--- config.mk ---
export PLATFORM = sky130hd
export DESIGN_NAME = ps2_host_tx_flat
export DESIGN_NICKNAME = d
export VERILOG_FILES = /design/src/rtl/ps2_host_tx_if.sv /design/src/rtl/ps2_host_tx.sv /design/src/flat_wrapper.sv
export SDC_FILE = /design/constraint.sdc
export NUM_CORES = 1
export LEC_CHECK = 0
export ABC_AREA = 0
export ABC_CLOCK_PERIOD_IN_PS = 4900
export CAP_MARGIN = 20
export CORE_ASPECT_RATIO = 0.8
export CORE_UTILIZATION = 60
export CTS_CLUSTER_DIAMETER = 50
export CTS_CLUSTER_SIZE = 12
export DETAILED_ROUTE_END_ITERATION = 10
export PLACE_DENSITY = 0.89
export SLEW_MARGIN = 20
export SYNTH_ARGS = -nofsm -noshare
export SYNTH_HDL_FRONTEND = slang
export SYNTH_SLANG_ARGS = --single-unit
--- constraint.sdc ---
create_clock -name clk -period 4.9 [get_ports clk]
set_input_delay 0.98 -clock clk [delete_from_list [all_inputs] [get_ports clk]]
set_output_delay 0.98 -clock clk [all_outputs]
set_load 0.03 [all_outputs]
--- src/rtl/ps2_host_tx_if.sv ---
// Command-side handshake and PS/2 pad signals of the host transmitter.
// tx_valid/tx_ready: a byte is taken on the rising clk edge where both are high; tx_data must be stable while tx_valid is high.
interface ps2_host_tx_if;
    logic       tx_valid;
    logic [7:0] tx_data;
    logic       tx_ready;
    logic       tx_done;
    logic       tx_err;
    logic       busy;
    logic       ps2_clk_in;
    logic       ps2_data_in;
    logic       ps2_clk_oe;
    logic       ps2_data_oe;
    logic [2:0] state_dbg;

    modport slave (
        input  tx_valid, tx_data, ps2_clk_in, ps2_data_in,
        output tx_ready, tx_done, tx_err, busy, ps2_clk_oe, ps2_data_oe, state_dbg
    );

    modport master (
        output tx_valid, tx_data, ps2_clk_in, ps2_data_in,
        input  tx_ready, tx_done, tx_err, busy, ps2_clk_oe, ps2_data_oe, state_dbg
    );
endinterface

--- src/rtl/ps2_host_tx.sv ---
// Host-to-device PS/2 transmitter: inhibit, request-to-send, 8 data bits LSB-first,
// odd parity, stop, then device ACK check with an overall timeout.
module ps2_host_tx #(
    parameter int INHIBIT_CYCLES = 12000,
    parameter int TIMEOUT_CYCLES = 2000000
) (
    input logic          clk,
    input logic          rst,
    ps2_host_tx_if.slave bus
);

    localparam int CNT_MAX = (INHIBIT_CYCLES > TIMEOUT_CYCLES) ? INHIBIT_CYCLES : TIMEOUT_CYCLES;
    localparam int CW      = $clog2(CNT_MAX + 1);
    localparam logic [CW-1:0] INH_LAST = CW'(INHIBIT_CYCLES - 1);
    localparam logic [CW-1:0] TMO_LAST = CW'(TIMEOUT_CYCLES - 1);

    typedef enum logic [2:0] {
        S_IDLE      = 3'd0,
        S_INHIBIT   = 3'd1,
        S_REQ       = 3'd2,
        S_SHIFT     = 3'd3,
        S_ACK       = 3'd4,
        S_WAIT_IDLE = 3'd5,
        S_DONE      = 3'd6,
        S_ERR       = 3'd7
    } state_t;

    state_t        state, state_d;
    logic [CW-1:0] cnt, cnt_d;
    logic [3:0]    bit_cnt, bit_cnt_d;
    logic [8:0]    sh, sh_d;
    logic          clk_oe_q, clk_oe_d;
    logic          data_oe_q, data_oe_d;

    // Synchronisers idle high so a reset never looks like a falling edge.
    logic [2:0] clk_sync;
    logic [1:0] data_sync;
    logic       sync_clk, sync_data, fall, timeout;

    always_ff @(posedge clk or negedge rst) begin
        if (!rst) begin
            clk_sync  <= 3'b111;
            data_sync <= 2'b11;
        end else begin
            clk_sync  <= {clk_sync[1:0], bus.ps2_clk_in};
            data_sync <= {data_sync[0], bus.ps2_data_in};
        end
    end

    assign sync_clk  = clk_sync[1];
    assign sync_data = data_sync[1];
    assign fall      = clk_sync[2] & ~clk_sync[1];
    assign timeout   = (cnt == TMO_LAST);

    always_ff @(posedge clk or negedge rst) begin
        if (!rst) begin
            state     <= S_IDLE;
            cnt       <= '0;
            bit_cnt   <= '0;
            sh        <= '0;
            clk_oe_q  <= 1'b0;
            data_oe_q <= 1'b0;
        end else begin
            state     <= state_d;
            cnt       <= cnt_d;
            bit_cnt   <= bit_cnt_d;
            sh        <= sh_d;
            clk_oe_q  <= clk_oe_d;
            data_oe_q <= data_oe_d;
        end
    end

    always_comb begin
        state_d   = state;
        cnt_d     = cnt;
        bit_cnt_d = bit_cnt;
        sh_d      = sh;
        clk_oe_d  = clk_oe_q;
        data_oe_d = data_oe_q;
        case (state)
            S_IDLE: begin
                clk_oe_d  = 1'b0;
                data_oe_d = 1'b0;
                if (bus.tx_valid) begin
                    sh_d      = {~^bus.tx_data, bus.tx_data};
                    clk_oe_d  = 1'b1;
                    cnt_d     = '0;
                    bit_cnt_d = '0;
                    state_d   = S_INHIBIT;
                end
            end
            S_INHIBIT: begin
                clk_oe_d = 1'b1;
                if (cnt == INH_LAST) begin
                    data_oe_d = 1'b1;
                    cnt_d     = '0;
                    state_d   = S_REQ;
                end else begin
                    cnt_d = cnt + CW'(1);
                end
            end
            S_REQ: begin
                clk_oe_d  = 1'b0;
                data_oe_d = 1'b1;
                cnt_d     = '0;
                state_d   = S_SHIFT;
            end
            S_SHIFT, S_ACK, S_WAIT_IDLE: begin
                clk_oe_d = 1'b0;
                cnt_d    = cnt + CW'(1);
                // Timeout is checked ahead of the falling edge so it wins a tie.
                if (timeout) begin
                    data_oe_d = 1'b0;
                    state_d   = S_ERR;
                end else if (state == S_SHIFT) begin
                    if (fall) begin
                        bit_cnt_d = bit_cnt + 4'd1;
                        if (bit_cnt == 4'd9) begin
                            data_oe_d = 1'b0;
                            state_d   = S_ACK;
                        end else begin
                            data_oe_d = ~sh[0];
                            sh_d      = {1'b0, sh[8:1]};
                        end
                    end
                end else if (state == S_ACK) begin
                    data_oe_d = 1'b0;
                    if (fall) begin
                        state_d = sync_data ? S_ERR : S_WAIT_IDLE;
                    end
                end else begin
                    data_oe_d = 1'b0;
                    if (sync_clk && sync_data) begin
                        state_d = S_DONE;
                    end
                end
            end
            S_DONE, S_ERR: begin
                clk_oe_d  = 1'b0;
                data_oe_d = 1'b0;
                state_d   = S_IDLE;
            end
            default: begin
                clk_oe_d  = 1'b0;
                data_oe_d = 1'b0;
                state_d   = S_IDLE;
            end
        endcase
    end

    assign bus.tx_ready    = (state == S_IDLE);
    assign bus.busy        = (state != S_IDLE);
    assign bus.tx_done     = (state == S_DONE);
    assign bus.tx_err      = (state == S_ERR);
    assign bus.ps2_clk_oe  = clk_oe_q;
    assign bus.ps2_data_oe = data_oe_q;
    assign bus.state_dbg   = state;

endmodule
--- src/flat_wrapper.sv ---
// flat-port wrapper written by rule: the top's interface ports become plain ports
module ps2_host_tx_flat 
#(
    parameter int INHIBIT_CYCLES = 12000,
    parameter int TIMEOUT_CYCLES = 2000000
)
  (clk, rst, bus_tx_valid, bus_tx_data, bus_ps2_clk_in, bus_ps2_data_in, bus_tx_ready, bus_tx_done, bus_tx_err, bus_busy, bus_ps2_clk_oe, bus_ps2_data_oe, bus_state_dbg);
  ps2_host_tx_if bus_i ();
  input logic clk;
  input logic rst;
  input wire logic [$bits(bus_i.tx_valid)-1:0] bus_tx_valid;
  input wire logic [$bits(bus_i.tx_data)-1:0] bus_tx_data;
  input wire logic [$bits(bus_i.ps2_clk_in)-1:0] bus_ps2_clk_in;
  input wire logic [$bits(bus_i.ps2_data_in)-1:0] bus_ps2_data_in;
  output wire logic [$bits(bus_i.tx_ready)-1:0] bus_tx_ready;
  output wire logic [$bits(bus_i.tx_done)-1:0] bus_tx_done;
  output wire logic [$bits(bus_i.tx_err)-1:0] bus_tx_err;
  output wire logic [$bits(bus_i.busy)-1:0] bus_busy;
  output wire logic [$bits(bus_i.ps2_clk_oe)-1:0] bus_ps2_clk_oe;
  output wire logic [$bits(bus_i.ps2_data_oe)-1:0] bus_ps2_data_oe;
  output wire logic [$bits(bus_i.state_dbg)-1:0] bus_state_dbg;
  assign bus_i.tx_valid = bus_tx_valid;
  assign bus_i.tx_data = bus_tx_data;
  assign bus_i.ps2_clk_in = bus_ps2_clk_in;
  assign bus_i.ps2_data_in = bus_ps2_data_in;
  assign bus_tx_ready = bus_i.tx_ready;
  assign bus_tx_done = bus_i.tx_done;
  assign bus_tx_err = bus_i.tx_err;
  assign bus_busy = bus_i.busy;
  assign bus_ps2_clk_oe = bus_i.ps2_clk_oe;
  assign bus_ps2_data_oe = bus_i.ps2_data_oe;
  assign bus_state_dbg = bus_i.state_dbg;
  ps2_host_tx #(.INHIBIT_CYCLES(INHIBIT_CYCLES), .TIMEOUT_CYCLES(TIMEOUT_CYCLES)) u_core (.clk(clk), .rst(rst), .bus(bus_i));
endmodule
# Word-level counts from Yosys, hierarchy flattened
# Cells that the tools add are included.
[totals]
ff_bits = 44
inputBits = 13
word_cells = 81
output_inout_bits = 9
[classes]
eq_ne = 20
mux = 33
n_addsub = 2
reduce_logical = 15
bitwise_logic = 3
[op_table]
columns = ["cell", "n"]
rows = [
  ["$pmux 21 s4", 1],
  ["$mux 9", 5],
  ["$mux 21", 2],
  ["$mux 3", 9],
  ["$add 21x1->21 const B", 1],
  ["$eq 21x14->1 const B", 1],
  ["$eq 21x21->1 const B", 1],
  ["$pmux 9 s2", 1],
  ["$mux 4", 4],
  ["$pmux 3 s5", 1],
  ["$eq 3x3->1 const B", 4],
  ["$reduce_and 6->1", 2],
  ["$ne 4x2->1 const B", 2],
  ["$pmux 4 s2", 1],
  ["$reduce_xnor 8->1", 1],
  ["$eq 3x2->1 const B", 2],
  ["$mux 1", 6],
  ["$ne 2x1->1 const B", 3],
  ["$ne 2x2->1 const B", 3],
  ["$reduce_or 3->1", 2],
  ["$reduce_or 6->1", 1],
  ["$ne 5x1->1 const B", 1],
  ["$reduce_and 5->1", 1],
  ["$add 4x1->4 const B", 1],
  ["15 further kinds", 17],
]

# Depth between registers and ports, before layout
# Gate-level depths: netlist (run 1).
[logic_depth]
depth_word = 7
depth_mapped = 8
depth_no_buf = 7

# Worst setup path after synthesis (run 1)
# No wires, ideal clock.
[synth_timing]
path_kind = "register -> output"
from = "reg u_core.state[1], in the netlist u_core.bus.state_dbg[1]"
to = "out bus_busy"
required_time_ns = 3.920
path_stages_with_launch = 5
arrival_time_ns = 1.860
path_buffers = 1
setup_slack_ns = 2.060
path_cell_list = "dfrtp_1 clkbuf_1 or2_2 nor2_1 inv_1"
[synth_via]
elab_chain_cells = 1
[synth_lines]
columns = ["element", "line_no", "source"]
rows = [
  ["from (decl)", "ps2_host_tx.sv:28", "state_t state, state_d;"],
  ["from (signal assigned)", "ps2_host_tx.sv:64", "state <= state_d;"],
  ["$reduce_bool 3->1", "ps2_host_tx.sv:152", "assign bus.busy = (state != S_IDLE);"],
  ["to (decl)", "flat_wrapper.sv:18", "output wire logic [$bits(bus_i.busy)-1:0] bus_busy;"],
]
# No other way between the ends.

# Worst setup path after layout (run 1)
[layout_timing]
from = "reg u_core.state[2], in the netlist u_core.bus.state_dbg[2]"
to = "out bus_tx_ready"
[layout_via]
elab_chain_cells = 1
[layout_lines]
columns = ["element", "line_no", "source"]
rows = [
  ["$logic_not 3->1", "ps2_host_tx.sv:151", "assign bus.tx_ready = (state == S_IDLE);"],
  ["to (decl)", "flat_wrapper.sv:15", "output wire logic [$bits(bus_i.tx_ready)-1:0] bus_tx_ready;"],
]
# No other way between the ends.

==> results of run 1 <==
-- placed cells by master, fill, tap and decap left out, types with 2 or more instances in the layout --
cell | Yosys | layout
nand2_1 | 20 | 20
o21ai_0 | 7 | 7
inv_1 | 5 | 5
nand4_1 | 7 | 7
ha_1 | 3 | 3
or4_1 | 2 | 2
mux2_4 | 9 | 9
nand3b_1 | 3 | 3
clkbuf_8 | 0 | 7
nor4_1 | 5 | 5
nand3_1 | 8 | 8
o31a_1 | 2 | 2
o211ai_1 | 4 | 4
xor2_1 | 2 | 2
o21ai_4 | 2 | 2
mux2_2 | 10 | 10
nor2_1 | 27 | 27
clkdlybuf4s50_1 | 0 | 20
a31oi_1 | 6 | 6
dfstp_2 | 5 | 5
and2_1 | 3 | 3
dfrtp_1 | 39 | 39
xnor2_1 | 18 | 18
nand2b_1 | 4 | 4
and3_1 | 4 | 4
o21bai_1 | 2 | 2
o21a_1 | 2 | 2
nor3_1 | 9 | 9
a21oi_1 | 9 | 9
-- logic make-up (layout without fill, tap and decap cells) --
family,after synthesis,after routing
xor+xnor,20,20
mux,20,20
flops,44,44
fa+ha+maj,3,3
simple gates,104,104
compound gates,43,43
buf+inv,15,34
-- flip-flops by register name, indices dropped and copies added (netlist names) --
register,cells
u_core.cnt,21
u_core.bit_cnt,4
u_core.bus.ps2_clk_oe,1
u_core.bus.state_dbg,3
u_core.clk_sync,3
u_core.bus.ps2_data_oe,1
u_core.data_sync,2
u_core.sh,9
-- metal layers --
| metal | up-vias | share of wire | GRT usage |
|---|---|---|---|
| met5 | - | 0 | 0 |
| met4 | 0 | 0.010 | 0.0962 |
| met3 | 4 | 0.043 | 0.0663 |
| met2 | 52 | 0.46 | 0.410 |
| met1 | 952 | 0.48 | 0.409 |
| li1 | 930 | - | - |
-- worst register-to-register path, stage by stage, from the launching register on --
cell and delay [ns]:
dfrtp_1 0.42, nor4_1 0.66, nand4_1 0.22, o32a_1 0.34, nor2_1 0.62, nor2_1 0.14
-- path summary, 6_finish.rpt --
path	end	from	slack (ns)	cells past startpoint
setup / recovery	bus_tx_ready	u_core.bus.state_dbg[2]	1.70	3
hold / removal	u_core.clk_sync[1]	u_core.clk_sync[0]	0.36	0
setup reg to reg	u_core.cnt[17]	u_core.cnt[14]	2.34	5
hold reg to reg	u_core.clk_sync[1]	u_core.clk_sync[0]	0.36	0
max in group asynchronous	u_core.cnt[14]	rst	3.85	1
min in group asynchronous	u_core.cnt[1]	rst	0.65	1
-- per-stage QoR --
| stage | power [mW] | std cells |
|---|---|---|
| after global routing | 0.732 | 323 |
| after detailed placement | 0.410 | 315 |
| after CTS | 0.711 | 323 |
| after global placement | 0.410 | 315 |
| final | 0.708 | 323 |
| after floorplan | 0.390 | 249 |
-- power breakdown --
| part | internal, mW | switching (mW) | total [mW] |
|---|---|---|---|
| Clock | 0.180 | 0.125 | 0.305 |
| Sequential | 0.367 | 0.000894 | 0.367 |
| Combinational | 0.0187 | 0.0169 | 0.0356 |
| Total | 0.565 | 0.143 | 0.708 |
-- final cells by class --
cell class	instances	area [sq um]	area share
clock buffers	7	96.3	0.0338
clock inverters	1	30.0	0.0105
inverters	5	18.8	0.00659
multi-input cells	190	1320	0.463
flip-flops and latches	44	1110	0.389
well taps	55	68.8	0.0242
repair buffers	21	208	0.0729
==> metrics.md, run 1 <==
| Metric | Value |
|---|---|
| Xor/xnor share of the synthesized area | 0.0703 |
| Crit. End Element | output port |
| Final Cycle Share | 0.652 |
| Residual DRC count | 0 |
| Rel. slew slack | 0.345 |
| Sequential area share after synthesis | 0.444 |
| Cell variety after synth | 52 |
| Worst path top cell family by delay | buffers and inverters |
| H-tree levels | 2 |
| Largest net degree at the start of global routing | 45 |
| Initial antenna violation count | 0 |
| Max clock buf depth | 2 |
| P_leak | 1.15 nW |
| Status | finished clean |
| Pre-CTS setup slack | 1.57 ns |
| Vias in the first global route | 1837 |
| Crit path cell chain | or2_2 -> nor2_1 -> clkdlybuf4s50_1 |
| Root buf cell | clkbuf_8 |
| Drt pass-1 iters | 4 |
| CTS Buf Count | 5 |
| Remaining antenna violation count after routing | 0 |
| Max Cap Violations | 0 |
| Slowest stage delay, CP | 0.73 ns |
| First-pass GRT wire length | 9.14 mm |
| Worst Path Required | 3.92 ns |
| Final setup vio count | 0 |
| Simple-gate share of the synthesized area | 0.218 |
| Total gr overflow | 0 |
| Syn-to-layout area delta | 14.3% |
| YS warnings | 0 |
| Setup CP Type | reg2out |
| Clock Latency Late Sink | 0.30 ns |
| Slowest CP cell | clkdlybuf4s50_1 |
| #FFs+latches synth | 44 |
| Setup slack after layout | 1.70 ns |
| DR iter-0 viols | 184 |
| Buffer and inverter count on the worst path | 1 |
| Max Freq | 313 MHz |
| Largest family of logic cells by synthesized area | simple AND/OR/NAND/NOR gates |
| RePlAce Congestion | 0.853 |
| Compound-Gate Fraction of Synth Area | 0.123 |
| Startpoint types | flip-flop |
| Filler Cells Inserted | 264 |
| Async set-reset flop share out of synthesis | 1.00 |
| Final non-filler cell area | 2850 sq um |
| Drt wl/cell | 16.5 um |
| Die Wd | 74.1 um |
| Post-Route WL | 5.35 mm |
| Critical Path AT | 2.22 ns |
| Synth area leader | dfrtp_1 |
| Initial core utilization | 0.643 |
| Share of layout cells above drive strength 1 | 0.146 |
| Ys flop type | dfrtp_1 |
| Total track usage | 0.281 |
| Synth top area share | 0.392 |
| Syn Nets | 265 |
| DP HPWL | 3.62 mm |
| Worst Tran Pin Value | 0.980 ns |
| Total negative slack | 0 ns |
| CTS tree | built |
| Placed Area | 2720 sq um |
| Hold slack | 0.359 ns |
| Final core utilization | 0.735 |
| RSZ-0062 raised after global routing | no |
| P per Cell Area | 249 nW/um^2 |
| Hold Crit Class | reg2reg |
| Post-Synth Adder-Cell Area | 0.0151 |
| CTS Hold Bufs | 0 |
| Final Max Tran Viols | 0 |
| Core area | 3880 sq um |
| Min Tclk post-route | 3.20 ns |
| CTS resizes | 0 |
| Row Count | 20 |
| Vias/cell | 6.00 |
| Worst-path maximum fanout | 15 |
| Final net count | 283 |
| # port buffers | 21 |
| Clk pin slew, worst setup/hold paths | 0.08 ns |
| TritonCTS Sinks | 44 |
| IO Pins | 22 |
| Worst Clk Skew | 0.0123 ns |
| N_diodes | 0 |
| DIE HEIGHT | 59.6 um |
| Syn avg cell area | 10.0 sq um |
| Mapped Area | 2490 sq um |
| Count leader, synth | dfrtp_1 |
| Mux cell area share after synthesis | 0.103 |
| Via count | 1938 |
| Post-Syn Instances | 249 |
| Die Footprint | 4420 sq um |
| Synth area leaders | dfrtp_1 39%, xnor2_1 6.3%, mux2_4 5.4%, dfstp_2 5.3%, mux2_2 4.5% |
| Post-synth EDFFs | 0 |
| # Post-CTS Setup Buffers | 0 |
| Top post-synthesis cells by count | 39 x dfrtp_1, 27 x nor2_1, 20 x nand2_1 |
| Final hold violations | 0 |
| VDD IR max | 0.220 mV |
(Power assumes the default switching activity.)
==> run 2: changes to the inputs <==
ABC_CLOCK_PERIOD_IN_PS = 2700   (was 4900)
CORE_UTILIZATION = 52   (was 60)
PLACE_DENSITY = 0.82   (was 0.89)
clock period = 2.7 ns   (was 4.9 ns; I/O delays follow)
==> metrics.md, run 2 (synthesis gave the netlist of run 1 again) <==
| Metric | Value |
|---|---|
| Status | finished clean |
| Vias/cell | 5.85 |
| GRT Max-Usage Layer | met1 |
| Final Cycle Share | 0.929 |
| Max Freq | 399 MHz |
| Buffer and inverter count on the worst path | 1 |
| Post-Route WL | 5.09 mm |
| CTS Buf Count | 5 |
| Largest net degree at the start of global routing | 45 |
| DP HPWL | 3.57 mm |
| Drt wl/cell | 15.1 um |
| Max Cap Violations | 0 |
| Commonest non-fill, non-tap cell in the layout | dfrtp_1 |
| Syn-to-layout area delta | 16.1% |
| P per Cell Area | 403 nW/um^2 |
| Inst Count DP | 328 |
| Core area | 4600 sq um |
| Total gr overflow | 0 |
| Final Max Tran Viols | 0 |
| Initial antenna violation count | 0 |
| Worst Clk Skew | 0.00821 ns |
| Final setup vio count | 0 |
| Largest registers | u_core.cnt: 21 flops, u_core.sh: 9 flops, u_core.bit_cnt: 4 flops |
| CTS tree | built |
| Slowest CP cell | clkdlybuf4s50_1 |
| Clk pin slew, worst setup/hold paths | 0.09 ns |
| Crit. End Element | output port |
| # Post-CTS Setup Buffers | 0 |
| Via count | 1967 |
| P_leak | 1.18 nW |
| H-tree levels | 2 |
| Final net count | 291 |
| Worst-path maximum fanout | 5 |
| Worst Tran Pin Value | 0.557 ns |
| CTS resizes | 0 |
| Filler Cells Inserted | 381 |
| Min Tclk post-route | 2.51 ns |
| DIE HEIGHT | 63.9 um |
| Clock Latency Late Sink | 0.30 ns |
| Worst path top cell family by delay | buffers and inverters |
| Row Count | 22 |
| Initial core utilization | 0.542 |
| Crit path cell chain | or2_2 -> nor2_1 -> clkdlybuf4s50_1 |
| Slowest stage delay, CP | 0.71 ns |
| N_diodes | 0 |
| Max clock buf depth | 2 |
| Grt met1 use | 0.346 |
| RePlAce Congestion | 0.864 |
| Residual DRC count | 0 |
| RSZ-0062 raised after global routing | no |
| Max reg flops | 21 |
| CTS Hold Bufs | 0 |
| Hold Crit Class | in2async |
| Share of layout cells above drive strength 1 | 0.170 |
| Met3 Use GR | 0.0429 |
| Startpoint types | flip-flop |
| Rel. slew slack | 0.629 |
| Drt pass-1 iters | 5 |
| Final hold violations | 0 |
| Critical Path AT | 1.97 ns |
| Total negative slack | 0 ns |
| Total track usage | 0.224 |
| Most frequent cells in the layout | 39 x dfrtp_1, 27 x nor2_1, 20 x nand2_1, 20 x clkdlybuf4s50_1, 18 x xnor2_1 |
| DR iter-0 viols | 171 |
| Vias in the first global route | 1781 |
| # port buffers | 21 |
| Die Footprint | 5080 sq um |
| Non-Filler Instances | 336 |
| TritonCTS Sinks | 44 |
| Root buf cell | clkbuf_8 |
| IO Pins | 22 |
| Setup CP Type | reg2out |
| VDD IR max | 0.302 mV |
| First-pass GRT wire length | 8.70 mm |
| M2 GR Usage | 0.311 |
| Remaining antenna violation count after routing | 0 |
| Worst Path Required | 2.16 ns |
| Die Wd | 79.4 um |
| Biggest register | u_core.cnt |
[run 2: changes by cell type in the layout (fill, tap and decap cells not counted), sizes merged]
cell    previous run  this run
clkbuf             7         6
buf                1         9
clkinv             0         2
bufinv             1         0
[run 2: cell type report]
cell class | count | area (sq um) | area share
Clock buffer | 6 | 82.6 | 0.0285
Clock inverter | 2 | 10.0 | 0.00346
Inverter | 5 | 18.8 | 0.00649
Multi-Input combinational cell | 190 | 1320 | 0.456
Sequential cell | 44 | 1110 | 0.383
Tap cell | 60 | 75.1 | 0.0259
Timing Repair Buffer | 29 | 280 | 0.0968
[run 2: report_power, final]
part	internal, mW	switching, mW	leakage, nW
clock network	0.204	0.229	0.0510
logic	0.0348	0.0311	0.571
registers	0.665	0.00162	0.562
total	0.904	0.262	1.18
[run 2: metrics by stage]
step	setup WS, ns	total power, mW	util	hold slack, ns	instance area, sq um
2_1_floorplan	0.249	0.708	-	0.244	2490
3_3_place_gp	0.0987	0.745	0.609	0.346	2800
3_5_place_dp	0.0636	0.747	0.609	0.347	2800
4_1_cts	0.187	1.18	0.629	0.360	2890
5_1_grt	0.0854	1.21	0.630	0.259	2890
6_report	0.191	1.17	0.630	0.210	2890
[run 2: routing by layer]
layer  wire [um]  share of wire
met5           0              0
met3         246          0.048
met2        2210           0.44
met1        2550           0.50
met4          72          0.014
[run 2: worst reg2reg max path: cells and delay by family (launching register included)]
kind,cells,cell delay (ns)
and+or+nand+nor,2,0.90
DFF,1,0.50
AOI/OAI and AO/OA,2,0.36
muxes,1,0.30
buffers and inverters,1,0.16
[run 2: worst paths after layout]
check | start | endpoint | slack [ns] | depth (start not counted)
min | rst | u_core.sh[8] | 0.21 | 1
max reg2reg | u_core.cnt[9] | u_core.sh[4] | 0.37 | 6
max in group asynchronous | rst | u_core.clk_sync[2] | 2.09 | 1
min reg2reg | u_core.data_sync[0] | u_core.data_sync[1] | 0.36 | 0
max | u_core.bus.state_dbg[1] | bus_tx_ready | 0.19 | 3
min in group clk | u_core.data_sync[0] | u_core.data_sync[1] | 0.36 | 0
==> run 3: changes to the inputs <==
CORE_MARGIN = 4   (was not set)
==> metrics.md, run 3 (synthesis gave the netlist of run 1 again) <==
| Metric | Value |
|---|---|
| CTS tree | built |
| Vias/cell | 5.82 |
| Via count | 1955 |
| Max Cap Violations | 0 |
| Total negative slack | 0 ns |
| Worst Path Required | 2.16 ns |
| Min Tclk post-route | 2.60 ns |
| Worst-case reg-to-reg path depth | 5 |
| Initial antenna violation count | 0 |
| Final Max Tran Viols | 0 |
| DP HPWL | 3.70 mm |
| CTS resizes | 0 |
| Die Footprint | 5970 sq um |
| Clk pin slew, worst setup/hold paths | 0.09 ns |
| Worst-path maximum fanout | 16 |
| TritonCTS Sinks | 44 |
| CTS Hold Bufs | 0 |
| Clock Latency Late Sink | 0.30 ns |
| Max clock buf depth | 2 |
| Hold endpoint | u_core.clk_sync[1] |
| Final hold violations | 0 |
| R2R Setup Slk | 0.39 ns |
| IO Pins | 22 |
| Row Count | 22 |
| Remaining antenna violation count after routing | 0 |
| DR iter-0 viols | 209 |
| Worst hold start | u_core.clk_sync[0] |
| Worst Tran Pin Value | 0.970 ns |
| Commonest non-fill, non-tap cell in the layout | dfrtp_1 |
| N_diodes | 0 |
| Rel. slew slack | 0.353 |
| Reg2reg start | u_core.cnt[14] |
| RSZ-0062 raised after global routing | no |
| P per Cell Area | 405 nW/um^2 |
| Biggest register | u_core.cnt |
| Reg2reg end | u_core.cnt[6] |
| RePlAce Congestion | 0.852 |
| Core area | 4600 sq um |
| Slowest CP cell | clkdlybuf4s50_1 |
| Final setup vio count | 0 |
| Setup CP Type | reg2out |
| P_leak | 1.18 nW |
| Initial core utilization | 0.542 |
| # port buffers | 21 |
| Crit path cell chain | inv_1 -> nor2_1 -> clkdlybuf4s50_1 |
| Root buf cell | clkbuf_8 |
| Drt wl/cell | 15.5 um |
| Final net count | 291 |
| DIE HEIGHT | 69.9 um |
| CTS Buf Count | 5 |
| Syn-to-layout area delta | 16.1% |
| Final Cycle Share | 0.963 |
| Largest net degree at the start of global routing | 45 |
| Status | finished clean |
| Worst Clk Skew | 0.0142 ns |
| Drt pass-1 iters | 4 |
| Vias in the first global route | 1733 |
| Crit. End Element | output port |
| Residual DRC count | 0 |
| Filler Cells Inserted | 364 |
| Max Freq | 385 MHz |
| Max reg flops | 21 |
| Startpoint types | flip-flop |
| Placed Area | 2800 sq um |
| Total track usage | 0.179 |
| # Post-CTS Setup Buffers | 0 |
| Hold Crit Class | reg2reg |
| Share of layout cells above drive strength 1 | 0.167 |
| Largest registers | u_core.cnt: 21 flops, u_core.sh: 9 flops, u_core.bit_cnt: 4 flops |
| Hold depth | 0 |
| VDD IR max | 0.316 mV |
| Power, Total | 1.17 mW |
| Die Wd | 85.4 um |
| Final non-filler cell area | 2890 sq um |
| Most frequent cells in the layout | 39 x dfrtp_1, 27 x nor2_1, 20 x nand2_1, 20 x clkdlybuf4s50_1, 18 x xnor2_1 |
| H-tree levels | 2 |
| First-pass GRT wire length | 8.47 mm |
| Critical Path AT | 2.06 ns |
| Post-Route WL | 5.20 mm |
| Slowest stage delay, CP | 0.68 ns |
| Total gr overflow | 0 |
==> run 3: metal layers <==
| metal | vias up | part of all wire | GRT usage |
|---|---|---|---|
| met5 | - | 0 | 0 |
| met4 | 0 | 0.017 | 0.0685 |
| met3 | 10 | 0.058 | 0.0366 |
| met2 | 61 | 0.43 | 0.250 |
| met1 | 938 | 0.50 | 0.269 |
| li1 | 946 | - | - |
==> run 3: layout make-up <==
class / instances / area [sq um] / area share
Sequential cell: 44 / 1110 / 0.383
Timing Repair Buffer: 29 / 278 / 0.0960
Clock buffer: 7 / 86.3 / 0.0298
Inverter: 5 / 18.8 / 0.00649
Multi-Input combinational cell: 190 / 1320 / 0.456
Clock inverter: 1 / 7.51 / 0.00260
Tap cell: 60 / 75.1 / 0.0260
==> run 3: how the worst max path moves through the flow <==
stage                             from           end  cells after the start
2_1_floorplan  u_core.bus.state_dbg[1]  u_core.sh[0]                      6
3_3_place_gp              bus_tx_valid  u_core.sh[4]                      7
3_5_place_dp              bus_tx_valid  u_core.sh[7]                      7
4_1_cts        u_core.bus.state_dbg[0]    bus_tx_err                      3
5_1_grt        u_core.bus.state_dbg[0]    bus_tx_err                      3
6_report       u_core.bus.state_dbg[0]    bus_tx_err                      3
==> run 3: stage by stage <==
stage	instances	worst slack, ns	hold WS (ns)	utilization
3_5_place_dp	328	0.0487	0.347	0.609
6_report	336	0.100	0.357	0.629
5_1_grt	336	0.0481	0.361	0.629
3_3_place_gp	328	0.0995	0.346	0.609
2_1_floorplan	249	0.249	0.244	-
4_1_cts	336	0.112	0.358	0.629
==> run 3: power by group <==
group	switching (mW)	internal [mW]	leakage [nW]
registers	0.00155	0.665	0.562
logic	0.0315	0.0344	0.570
clock network	0.229	0.208	0.0445
==> run 3: critical path: cells and delay by family, from the launching register on <==
kind,cells,cell delay [ns]
and+or+nand+nor,1,0.15
buffers and inverters,2,0.93
DFF,1,0.67
